File: config.mk
export PLATFORM = sky130hd
export DESIGN_NAME = fp_add_sub
export DESIGN_NICKNAME = d
export VERILOG_FILES = /design/src/rtl/fp_add_sub.sv
export SDC_FILE = /design/constraint.sdc
export NUM_CORES = 1
export LEC_CHECK = 0
export ABC_AREA = 1
export BUFFER_PORTS_ARGS = -buffer_cell sky130_fd_sc_hd__buf_2
export CAP_MARGIN = 20
export CORE_AREA = 2 2 246 248
export DETAILED_ROUTE_END_ITERATION = 10
export DIE_AREA = 0 0 248 250
export MAX_ROUTING_LAYER = met4
export PLACE_DENSITY = 0.69
export SYNTH_ARGS = -nofsm -noshare
export SYNTH_HDL_FRONTEND = slang
export SYNTH_SLANG_ARGS = --single-unit
File: constraint.sdc
create_clock -name clk -period 3.1 [get_ports clk]
set_input_delay 0 -clock clk [delete_from_list [all_inputs] [get_ports clk]]
set_output_delay 0 -clock clk [all_outputs]
set_load 0.01 [all_outputs]
File: src/rtl/fp_add_sub.sv
// Seven-stage IEEE-754 single-precision add/subtract, round-to-nearest-even, denormals flushed to zero.
// Define FPADDSUB_PIPE_DEBUG_EN to export stage registers on pipe_0..pipe_5 (otherwise tied to 0).
module fp_add_sub (
  input  logic         clk,
  input  logic         rst,
  input  logic [31:0]  A,
  input  logic [31:0]  B,
  input  logic [2:0]   Ctrl,
  output logic [31:0]  Z,
  output logic [4:0]   Flags,
  output logic [66:0]  pipe_0,
  output logic [100:0] pipe_1,
  output logic [95:0]  pipe_2,
  output logic [75:0]  pipe_3,
  output logic [74:0]  pipe_4,
  output logic [71:0]  pipe_5,
  output logic [36:0]  pipe_6
);

  function automatic logic [4:0] lzc27(input logic [26:0] v);
    logic [4:0] n;
    n = 5'd27;
    for (int i = 0; i < 27; i++)
      if (v[i]) n = 5'(26 - i);
    return n;
  endfunction

  function automatic logic [24:0] rne(input logic [26:0] m);
    logic inc;
    inc = m[2] & (m[3] | m[1] | m[0]);
    return {1'b0, m[26:3]} + {24'b0, inc};
  endfunction

  // Final result selection; flags are {invalid, overflow, underflow, inexact, zero}.
  function automatic logic [36:0] resolve(input logic vld, input logic nan, input logic inf,
                                          input logic zero, input logic sgn,
                                          input logic signed [9:0] e, input logic [22:0] frc,
                                          input logic inex);
    if (!vld)                 return 37'd0;
    else if (nan)             return {5'b10000, 32'h7FC00000};
    else if (inf)             return {5'b00000, sgn, 8'hFF, 23'd0};
    else if (zero)            return {5'b00001, 32'd0};
    else if (e >= 10'sd255)   return {5'b01010, sgn, 8'hFF, 23'd0};
    else if (e <= 10'sd0)     return {5'b00111, sgn, 31'd0};
    else                      return {3'b000, inex, 1'b0, sgn, e[7:0], frc};
  endfunction

  // ---- Stage 0: input capture
  logic [31:0] r_a_p0, r_b_p0;
  logic [2:0]  r_ctrl_p0;
  logic        r_vld_p0;
  always_ff @(posedge clk) begin
    if (rst) begin
      r_a_p0 <= '0; r_b_p0 <= '0; r_ctrl_p0 <= '0; r_vld_p0 <= 1'b0;
    end else begin
      r_a_p0 <= A; r_b_p0 <= B; r_ctrl_p0 <= Ctrl; r_vld_p0 <= 1'b1;
    end
  end

  logic w_unused;
  assign w_unused = ^r_ctrl_p0[2:1];

  // ---- Stage 1: pre-align (effective sign, swap, exponent difference, specials)
  logic [7:0]  w_ea, w_eb;
  logic [22:0] w_fa, w_fb;
  logic        w_sa, w_sb, w_nan_a, w_nan_b, w_inf_a, w_inf_b, w_a_big;
  assign w_ea    = r_a_p0[30:23];
  assign w_eb    = r_b_p0[30:23];
  assign w_fa    = (w_ea == 8'd0) ? 23'd0 : r_a_p0[22:0];
  assign w_fb    = (w_eb == 8'd0) ? 23'd0 : r_b_p0[22:0];
  assign w_sa    = r_a_p0[31];
  assign w_sb    = r_b_p0[31] ^ r_ctrl_p0[0];
  assign w_nan_a = (w_ea == 8'hFF) && (r_a_p0[22:0] != 23'd0);
  assign w_nan_b = (w_eb == 8'hFF) && (r_b_p0[22:0] != 23'd0);
  assign w_inf_a = (w_ea == 8'hFF) && (r_a_p0[22:0] == 23'd0);
  assign w_inf_b = (w_eb == 8'hFF) && (r_b_p0[22:0] == 23'd0);
  assign w_a_big = {w_ea, w_fa} >= {w_eb, w_fb};

  logic        r_sgn_p1, r_sub_p1, r_nan_p1, r_inf_p1, r_vld_p1;
  logic [7:0]  r_exp_l_p1, r_exp_s_p1, r_diff_p1;
  logic [22:0] r_frc_l_p1, r_frc_s_p1;
  always_ff @(posedge clk) begin
    if (rst) begin
      r_sgn_p1 <= 1'b0; r_sub_p1 <= 1'b0; r_nan_p1 <= 1'b0; r_inf_p1 <= 1'b0; r_vld_p1 <= 1'b0;
      r_exp_l_p1 <= '0; r_exp_s_p1 <= '0; r_diff_p1 <= '0; r_frc_l_p1 <= '0; r_frc_s_p1 <= '0;
    end else begin
      r_sgn_p1   <= w_a_big ? w_sa : w_sb;
      r_exp_l_p1 <= w_a_big ? w_ea : w_eb;
      r_frc_l_p1 <= w_a_big ? w_fa : w_fb;
      r_exp_s_p1 <= w_a_big ? w_eb : w_ea;
      r_frc_s_p1 <= w_a_big ? w_fb : w_fa;
      r_diff_p1  <= w_a_big ? (w_ea - w_eb) : (w_eb - w_ea);
      r_sub_p1   <= w_sa ^ w_sb;
      r_nan_p1   <= w_nan_a | w_nan_b | (w_inf_a & w_inf_b & (w_sa ^ w_sb));
      r_inf_p1   <= w_inf_a | w_inf_b;
      r_vld_p1   <= r_vld_p0;
    end
  end

  // ---- Stage 2: align; shifted-out bits collapse into the sticky LSB
  logic [26:0] w_sig_l, w_sig_s, w_sh, w_lost;
  assign w_sig_l = {|r_exp_l_p1, r_frc_l_p1, 3'b000};
  assign w_sig_s = {|r_exp_s_p1, r_frc_s_p1, 3'b000};
  assign w_sh    = w_sig_s >> r_diff_p1;
  assign w_lost  = w_sig_s & ~({27{1'b1}} << r_diff_p1);

  logic        r_sgn_p2, r_sub_p2, r_nan_p2, r_inf_p2, r_vld_p2;
  logic [7:0]  r_exp_p2;
  logic [26:0] r_sig_l_p2, r_sig_s_p2;
  always_ff @(posedge clk) begin
    if (rst) begin
      r_sgn_p2 <= 1'b0; r_sub_p2 <= 1'b0; r_nan_p2 <= 1'b0; r_inf_p2 <= 1'b0; r_vld_p2 <= 1'b0;
      r_exp_p2 <= '0; r_sig_l_p2 <= '0; r_sig_s_p2 <= '0;
    end else begin
      r_sgn_p2   <= r_sgn_p1;
      r_sub_p2   <= r_sub_p1;
      r_nan_p2   <= r_nan_p1;
      r_inf_p2   <= r_inf_p1;
      r_vld_p2   <= r_vld_p1;
      r_exp_p2   <= r_exp_l_p1;
      r_sig_l_p2 <= w_sig_l;
      r_sig_s_p2 <= {w_sh[26:1], w_sh[0] | (|w_lost)};
    end
  end

  // ---- Stage 3: execute; larger magnitude first, so subtraction never goes negative
  logic [27:0] w_sum;
  assign w_sum = r_sub_p2 ? ({1'b0, r_sig_l_p2} - {1'b0, r_sig_s_p2})
                          : ({1'b0, r_sig_l_p2} + {1'b0, r_sig_s_p2});

  logic        r_sgn_p3, r_nan_p3, r_inf_p3, r_vld_p3;
  logic [7:0]  r_exp_p3;
  logic [27:0] r_sum_p3;
  always_ff @(posedge clk) begin
    if (rst) begin
      r_sgn_p3 <= 1'b0; r_nan_p3 <= 1'b0; r_inf_p3 <= 1'b0; r_vld_p3 <= 1'b0;
      r_exp_p3 <= '0; r_sum_p3 <= '0;
    end else begin
      r_sgn_p3 <= r_sgn_p2; r_nan_p3 <= r_nan_p2; r_inf_p3 <= r_inf_p2; r_vld_p3 <= r_vld_p2;
      r_exp_p3 <= r_exp_p2; r_sum_p3 <= w_sum;
    end
  end

  // ---- Stage 4: normalize
  logic [4:0]         w_lz;
  logic signed [9:0]  w_e3, w_exp_n;
  logic [26:0]        w_man_n;
  assign w_lz = lzc27(r_sum_p3[26:0]);
  assign w_e3 = $signed({2'b00, r_exp_p3});
  always_comb begin
    w_man_n = r_sum_p3[26:0] << w_lz;
    w_exp_n = w_e3 - $signed({5'b00000, w_lz});
    if (r_sum_p3[27]) begin
      w_man_n = {r_sum_p3[27:2], r_sum_p3[1] | r_sum_p3[0]};
      w_exp_n = w_e3 + 10'sd1;
    end
  end

  logic               r_sgn_p4, r_zero_p4, r_nan_p4, r_inf_p4, r_vld_p4;
  logic signed [9:0]  r_exp_p4;
  logic [26:0]        r_man_p4;
  always_ff @(posedge clk) begin
    if (rst) begin
      r_sgn_p4 <= 1'b0; r_zero_p4 <= 1'b0; r_nan_p4 <= 1'b0; r_inf_p4 <= 1'b0; r_vld_p4 <= 1'b0;
      r_exp_p4 <= '0; r_man_p4 <= '0;
    end else begin
      r_sgn_p4 <= r_sgn_p3; r_nan_p4 <= r_nan_p3; r_inf_p4 <= r_inf_p3; r_vld_p4 <= r_vld_p3;
      r_zero_p4 <= (r_sum_p3 == 28'd0);
      r_exp_p4  <= w_exp_n;
      r_man_p4  <= w_man_n;
    end
  end

  // ---- Stage 5: round; a carry out of the significand renormalizes to 1.0
  logic [24:0] w_rnd;
  assign w_rnd = rne(r_man_p4);

  logic               r_sgn_p5, r_inex_p5, r_zero_p5, r_nan_p5, r_inf_p5, r_vld_p5;
  logic signed [9:0]  r_exp_p5;
  logic [22:0]        r_frc_p5;
  always_ff @(posedge clk) begin
    if (rst) begin
      r_sgn_p5 <= 1'b0; r_inex_p5 <= 1'b0; r_zero_p5 <= 1'b0; r_nan_p5 <= 1'b0;
      r_inf_p5 <= 1'b0; r_vld_p5 <= 1'b0; r_exp_p5 <= '0; r_frc_p5 <= '0;
    end else begin
      r_sgn_p5  <= r_sgn_p4; r_zero_p5 <= r_zero_p4; r_nan_p5 <= r_nan_p4;
      r_inf_p5  <= r_inf_p4; r_vld_p5  <= r_vld_p4;
      r_inex_p5 <= |r_man_p4[2:0];
      r_exp_p5  <= r_exp_p4 + $signed({9'd0, w_rnd[24]});
      r_frc_p5  <= w_rnd[24] ? w_rnd[23:1] : w_rnd[22:0];
    end
  end

  // ---- Stage 6: exception resolution and output register
  logic [36:0] r_out_p6;
  always_ff @(posedge clk) begin
    if (rst) r_out_p6 <= '0;
    else     r_out_p6 <= resolve(r_vld_p5, r_nan_p5, r_inf_p5, r_zero_p5, r_sgn_p5,
                                 r_exp_p5, r_frc_p5, r_inex_p5);
  end

  assign Z      = r_out_p6[31:0];
  assign Flags  = r_out_p6[36:32];
  assign pipe_6 = r_out_p6;

`ifdef FPADDSUB_PIPE_DEBUG_EN
  assign pipe_0 = {r_ctrl_p0, r_b_p0, r_a_p0};
  assign pipe_1 = {26'd0, r_vld_p1, r_inf_p1, r_nan_p1, r_sub_p1, r_diff_p1, r_frc_s_p1,
                   r_exp_s_p1, r_frc_l_p1, r_exp_l_p1, r_sgn_p1};
  assign pipe_2 = {29'd0, r_vld_p2, r_inf_p2, r_nan_p2, r_sub_p2, r_sig_s_p2, r_sig_l_p2,
                   r_exp_p2, r_sgn_p2};
  assign pipe_3 = {36'd0, r_vld_p3, r_inf_p3, r_nan_p3, r_sum_p3, r_exp_p3, r_sgn_p3};
  assign pipe_4 = {33'd0, r_vld_p4, r_inf_p4, r_nan_p4, r_zero_p4, r_man_p4, r_exp_p4, r_sgn_p4};
  assign pipe_5 = {33'd0, r_vld_p5, r_inf_p5, r_nan_p5, r_zero_p5, r_inex_p5, r_frc_p5,
                   r_exp_p5, r_sgn_p5};
`else
  assign pipe_0 = '0;
  assign pipe_1 = '0;
  assign pipe_2 = '0;
  assign pipe_3 = '0;
  assign pipe_4 = '0;
  assign pipe_5 = '0;
`endif

endmodule

==> After elaboration in Yosys (flattened, before gate mapping) <==
Cells that the tools add are included.
{ "classes": {"n_addsub": 8, "n_lt_le_gt_ge": 3, "n_eq_ne": 2, "shift": 3, "mux": 45, "bitwise_logic": 15, "reduce_logical": 21} }
{ "ops": {"columns": ["op", "n"], "rows": [
  ["2-to-1 mux 5 bit", 26],
  ["2-to-1 mux 23 bit", 5],
  ["2-to-1 mux 36 bit", 3],
  ["logical NOT 23 bit", 2],
  ["nonzero test 23 bit", 2],
  ["2-to-1 mux 37 bit", 1],
  ["2-to-1 mux 35 bit", 1],
  ["greater-or-equal comparator 31 bit", 1],
  ["adder 27 x 27 -> 28 bit", 1],
  ["logical NOT 28 bit", 1],
  ["2-to-1 mux 28 bit", 1],
  ["subtractor 27 x 27 -> 28 bit", 1],
  ["bitwise AND 27 bit", 1],
  ["2-to-1 mux 27 bit", 1],
  ["NOT 27 bit", 1],
  ["OR reduction 27 bit", 1],
  ["<< shifter 27 x 5 -> 27 bit", 1],
  ["<< shifter 27 x 8 -> 27 bit, first input constant", 1],
  [">> shifter 27 x 8 -> 27 bit", 1],
  ["adder 24 x 1 -> 25 bit", 1],
  ["2-to-1 mux 8 bit", 3],
  ["equality test 8 bit, second input constant", 2],
  ["logical NOT 8 bit", 2],
  ["OR reduction 8 bit", 2],
  ["other kinds (19)", 35]
]} }
{ "totals": {"register_bits": 366, "out_inout_bits": 561} }

==> Depth between registers and ports, before layout <==
Gate-level depths: netlist (run 1).
{ "depth": {"depth_word": 29, "ltp_mapped": 40, "ltp_nobuf": 39} }

==> Least setup slack after synthesis (run 1) <==
No wires, ideal clock.
{ "synth_path": {"path_type": "flip-flop to flip-flop", "startpoint": "register r_man_p4[3]", "endpoint": "register r_exp_p5[8]", "t_arrival_ns": 3.227, "path_slack_ns": -0.246, "stages_incl_launch_ff": 26, "period_less_slack_ns": 3.346, "path_cell_list": "dfxtp_1 -> inv_1 -> a21oi_1 -> ha_1 -> ha_1 -> nand3_1 -> nor3_1 -> nand3_1 -> nor3_1 -> nand4_1 -> nor2_1 -> nand4_1 -> nor2_1 -> nand2_1 -> nor2_1 -> ha_1 -> ha_1 -> nand2_1 -> nor2_1 -> inv_1 -> nor2_1 -> nand2_1 -> nor2_1 -> nand2_1 -> o21ai_0 -> a21oi_1"} }
{ "synth_between": {"elab_chain_cells": 5} }
{ "synth_lines": {"columns": ["element", "line", "text"], "rows": [
  ["start, declared", "161", "logic [26:0] r_man_p4;"],
  ["start signal, assigned", "170", "r_man_p4 <= w_man_n;"],
  ["OR 1 bit (2 in series)", "30", "inc = m[2] & (m[3] | m[1] | m[0]);"],
  ["bitwise AND 1 bit", "30", null],
  ["adder 24 x 1 -> 25 bit *", "31", "return {1'b0, m[26:3]} + {24'b0, inc};"],
  ["adder 10 x 2 -> 10 bit *", "189", "r_exp_p5 <= r_exp_p4 + $signed({9'd0, w_rnd[24]});"],
  ["end signal, assigned", "189", null],
  ["end, declared", "179", "logic signed [9:0] r_exp_p5;"]
]} }
Mark *: on every way between the ends. The rest lies on a longest branch, timed or not.
A chain may end at the register's enable or synchronous reset.

==> Final worst setup path (run 1) <==
{ "layout_path": {"startpoint": "register r_man_p4[3]", "endpoint": "register r_exp_p5[6]"} }
Same word-level chain as after synthesis.

==> reports/metrics.cfg, run 1 <==
[yosys]
yosysSeqAreaShare_pct = 32.7
ys_ff_latch = 363
synth_ff_type = dfxtp_1
synth.avg_cell_area_um2 = 7.05
synth_edf_count = 0
async_flop_share_pct = 0
netlist_instances = 3154
yosysWarningCount = 0
ys_types = 60
syn-cell-area_um2 = 22200

[clocking]
htree_levels = 2
cts.root.buffer_cell = clkbuf_16
clk_latency_ps = 560
cts_buffers = 39
cts_sinks = 363
clk_pin_slew_ps = 70
clockBufferDepth = 3
cts_tree = yes

[routing]
wirelength_um = 56500
drc_errors = 0
routed_via_density = 4.47
vias = 19304
drt_pass1_iterations = 8
dr.first_iter.drc_count = 1061
ant_nets = 0
post_drt_wl_per_cell_um = 13.1

[finish]
antenna_cells = 0
fin_area_um2 = 26900
fin_nets = 3680
post-route-util_pct = 45.1
drive_gt1_share_pct = 18.0
fin_cells = 4317
syn_to_final_growth_pct = 20.8
nFillCells = 5881

[setup_path]
cpPeakStageDelay_ps = 330
cp_slowest_cell = dfxtp_2
path_class = reg -> reg
critPathLaunchType = flop
crit_required_ps = 3580
cp_top_family = simple AND/OR/NAND/NOR gates
cp_max_fo = 2
worstPathArrival_ps = 3780
crit_buf_inv = 5
cp-end-kind = flop

[global_route]
grt_pass1_wl_um = 86100
antenna_found_initial = 0
grt_pass1_vias = 17362
overflow = 0
grt_usage_pct = 17.4
grt_max_degree = 114

[die]
initial_core_util_pct = 37.3
ios = 630
die_width_um = 248
coreArea_um2 = 59600
die_h_um = 250
row_count = 90
die_area_um2 = 62000

[placement]
io_buffer_count = 140
placed_area_um2 = 22700
gp_congestion = 0.957
dp_cells = 4098
dp_hpwl_um = 39300

[power]
p_leak_uw = 0.0132
p_per_area_nw_per_um2 = 663
ir_worst_vdd_mv = 0.522

[timing]
tns_ps = -799
worst_slack_ps = -195
slew_viol_final = 0
hold_viol = 0
fin_crit_ps = 3300
timing.hold.ws_ps = 97.4
fmax_mhz = 303
setup_viol = 6
finalCritPeriodShare_pct = 106
worst_slew_pin_slew_ps = 1010
rsz0062_at_grt = yes
fin_worst_skew_ps = 19.0
slew_headroom_pct = 32.7

[hold_path]
hold_path_class = in -> reg

[flow_run]
maxCapViolCount = 0

[status]
violations = setup timing
status = finished, violations left

-- kinds of logic (layout without fill, tap and decap cells) --
kind of cell | after synthesis | after routing | synth area share [%]
buf+inv | 1089 | 984 | 27.4
xor+xnor | 20 | 20 | 0.787
fa+ha+maj | 101 | 101 | 5.82
other cells | 1 | 487 | 0.0169
compound gates | 572 | 572 | 13.8
mux | 8 | 8 | 0.360
flops | 363 | 363 | 32.7
simple gates | 1000 | 1000 | 19.1
-- cell usage after synthesis, types with 7 or more instances --
cell type	n	area (um2)
xor2_1	12	105
nand3_1	176	881
nor3_1	37	185
a31oi_1	11	68.8
nand2_1	376	1410
dfxtp_1	363	7270
o21ai_1	7	35.0
xnor2_1	8	70.1
nand4_1	36	225
buf_2	9	45.0
clkbuf_1	92	345
inv_1	446	1670
nor2_1	333	1250
mux2i_1	8	80.1
o21ai_0	228	1140
o31ai_1	8	60.1
nor4_1	20	125
a21oi_1	262	1310
buf_4	527	3960
ha_1	97	1210
-- layout by cell type (no fill, tap or decap), drive strengths merged, types with 4 or more instances in the layout --
master,synthesis,routed
a31oi,12,12
nor2,334,334
inv,449,450
a21oi,264,264
clkinv,4,10
nand2,381,381
nand4,36,36
xor2,12,12
buf,544,341
conb,1,487
bufinv,0,8
dlygate4sd3,0,120
a21boi,6,6
nor4,20,20
a221oi,5,5
o31ai,8,8
ha,97,97
nand3,179,179
o211ai,6,6
o22ai,4,4
fa,4,4
o221ai,6,6
clkbuf,92,53
a211oi,6,6
nor3,37,37
xnor2,8,8
dfxtp,363,363
o21ai,235,235
mux2i,8,8
-- layer usage --
layer / global-route usage [%] / share of wire (%)
met3: 2.52 / 5.0
met2: 29.1 / 49
met1: 21.0 / 42
met5: - / 0
met4: 6.64 / 3.9
-- per-stage QoR --
stage | worst slack [ps] | total power [uW]
global placement | -207 | 11300
global route | -452 | 19000
detailed placement | -269 | 11300
finish | -195 | 17800
CTS | -123 | 16500
floorplan | -72.7 | 10200
-- timing repair --
item                       in CTS  in global routing
hold endpoints to repair       65                  0
setup buffers                  13                 19
setup endpoints to repair      70                120
gates resized for setup        39                260
pin swaps                       9                 61
cloned                          2                  5
hold buffers                  120                  0
-- power by group --
part | switching (uW) | leakage (uW) | internal [uW]
Clock | 1880 | 0.000672 | 3120
Combinational | 4510 | 0.00955 | 2680
Sequential | 402 | 0.00299 | 5240
Total | 6790 | 0.0132 | 11000
-- area by class of cell --
class | instances | area [um2] | area share, %
repair buffers | 465 | 3750 | 14.0
inverters | 453 | 1710 | 6.37
flip-flops and latches | 363 | 7280 | 27.1
clock buffers | 49 | 1070 | 4.00
clock inverters | 17 | 305 | 1.14
well taps | 782 | 978 | 3.64
multi-input cells | 2188 | 11800 | 43.8
-- worst paths after layout --
kind / cells past startpoint / end / startpoint / slack, ps
max: 25 / r_exp_p5[6] / r_man_p4[3] / -200
min: 2 / r_sig_s_p2[0] / rst / 100
max reg2reg: 25 / r_exp_p5[6] / r_man_p4[3] / -200
min reg2reg: 2 / r_exp_p3[6] / r_exp_p2[6] / 400
-- sequential cells by signal, summed over array words and instances, names as in the netlist, 10 cells and up --
signal and count:
pipe_6 37, r_a_p0 32, r_b_p0 32, r_sum_p3 28, r_man_p4 27, r_sig_s_p2 27
r_sig_l_p2 24, r_frc_l_p1 23, r_frc_p5 23, r_frc_s_p1 23, r_exp_p4 10, r_exp_p5 10
Power figures use the tool's default switching activity.
==> run 2: changes to the inputs <==
--- a/config.mk
+++ b/config.mk
@@ -11,8 +11,10 @@
 export CORE_AREA = 2 2 246 248
 export DETAILED_ROUTE_END_ITERATION = 10
 export DIE_AREA = 0 0 248 250
+export GPL_TIMING_DRIVEN = 0
 export MAX_ROUTING_LAYER = met4
 export PLACE_DENSITY = 0.69
+export RECOVER_POWER = 100
 export SYNTH_ARGS = -nofsm -noshare
 export SYNTH_HDL_FRONTEND = slang
 export SYNTH_SLANG_ARGS = --single-unit
==> run 2 against run 1 <==
Compared with the run above: the flow still finishes with violations (setup timing); die area unchanged; worst hold slack better by 75 ps; critical path type unchanged; first-iteration DRC count up 65%.
==> reports/metrics.cfg, run 2 (synthesized netlist as in run 1, its figures left out) <==
[clocking]
cts.root.buffer_cell = clkbuf_16
clockBufferDepth = 3
cts_tree = yes
cts_buffers = 38
clk_latency_ps = 570
htree_levels = 2
cts_sinks = 363
clk_pin_slew_ps = 60

[routing]
dr.first_iter.drc_count = 1754
routed_via_density = 4.50
wirelength_um = 69800
ant_nets = 0
post_drt_wl_per_cell_um = 14.5
drc_errors = 0
drt_pass1_iterations = 6
vias = 21701

[die]
ios = 630
die_width_um = 248
row_count = 90
die_h_um = 250
coreArea_um2 = 59600
initial_core_util_pct = 37.3
die_area_um2 = 62000

[placement]
io_buffer_count = 140
dp_hpwl_um = 48300
gp_congestion = 0.998
placed_area_um2 = 25800
pre_cts_slack_ps = -1450

[global_route]
grt_pass1_vias = 19772
grt_usage_pct = 21.0
grt_max_degree = 18
grt_pass1_wl_um = 102000
overflow = 0
antenna_found_initial = 0

[timing]
setup_viol = 87
worst_slew_pin_slew_ps = 1170
slew_viol_final = 0
fmax_mhz = 288
finalCritPeriodShare_pct = 112
timing.hold.ws_ps = 172
tns_ps = -19510
hold_viol = 0
fin_worst_skew_ps = 35.0
slew_headroom_pct = 22.0
rsz0062_at_grt = yes
worst_slack_ps = -375
fin_crit_ps = 3470

[finish]
syn_to_final_growth_pct = 40.5
layout_common_cells = 603 x buf_4, 487 x conb_1, 417 x inv_1
largest_reg_flops = 37
layout_commonest_cell = buf_4
fin_area_um2 = 31300
fin_nets = 4178
drive_gt1_share_pct = 30.3

[setup_path]
path_class = reg -> reg
worstPathArrival_ps = 3960
critPathLaunchType = flop
cp-end-kind = flop
cp_max_fo = 8
crit_required_ps = 3580

[power]
p_leak_uw = 0.0155
p_per_area_nw_per_um2 = 600
ir_worst_vdd_mv = 0.413

[hold_path]
hold_path_class = in -> reg

[flow_run]
maxCapViolCount = 0

[status]
status = finished, violations left
violations = setup timing

-- run 2: power by group --
part | total, uW | internal [uW] | switching, uW
sequential | 5690 | 5240 | 450
combinational | 8490 | 3310 | 5180
clock | 4560 | 2640 | 1930
-- run 2: timing repair --
| item | 4_1_cts | 5_1_grt |
|---|---|---|
| resized for setup | 400 | 321 |
| setup endpoints to repair | 114 | 130 |
| buffers inserted | 94 | 37 |
| pin swaps | 93 | 102 |
| hold buffers | 66 | 0 |
| endpoints found under the hold margin | 66 | 0 |
| gates cloned | 11 | 5 |
-- run 2: through the flow --
step	cells	util, %	total power, uW
6_report	4818	52.5	18700
5_1_grt	4817	52.5	19800
4_1_cts	4798	50.1	17100
3_5_place_dp	4562	43.3	11700
3_3_place_gp	4562	43.3	11700
2_1_floorplan	3640	-	10200
-- run 2: cell type report --
class | count | area [um2]
antenna | 1 | 2.50
buffer | 632 | 4670
clock buffer | 50 | 1080
clock inverter | 17 | 170
fill | 5476 | 28300
inverter | 453 | 1730
multi-input combinational | 2188 | 12700
sequential | 363 | 7330
tap | 782 | 978
timing repair buffer | 332 | 2600
-- run 2: path summary, 6_finish.rpt --
check / start / slack [ps] / depth (start not counted) / to
worst max register to register: r_b_p0[26] / -370 / 18 / r_frc_l_p1[17]
worst max-delay path: r_b_p0[26] / -370 / 18 / r_frc_l_p1[17]
worst min register to register: r_frc_p5[9] / 400 / 2 / pipe_6[9]
worst min-delay path: B[11] / 170 / 4 / r_b_p0[11]
-- run 2: routing by layer --
layer | track usage, % | up-vias | wire length, um
li1 | - | 10784 | -
met3 | 3.24 | 322 | 4840
met5 | - | - | 0
met1 | 23.4 | 9628 | 26400
met2 | 35.7 | 967 | 34400
met4 | 11.1 | 0 | 4230
-- run 2: worst max-delay path, cell delays in order (launching register included) --
cell and delay, ps:
dfxtp_2 380, inv_2 60, nand4_1 140, nor2_4 80, buf_8 130, buf_6 130, nor2_2 220, inv_2 100
ha_4 230, and3_1 210, a221oi_2 300, o221ai_2 170, a21oi_2 210, nand3_4 220, buf_6 190, buf_8 130
buf_12 140, clkbuf_16 160, a21oi_2 170
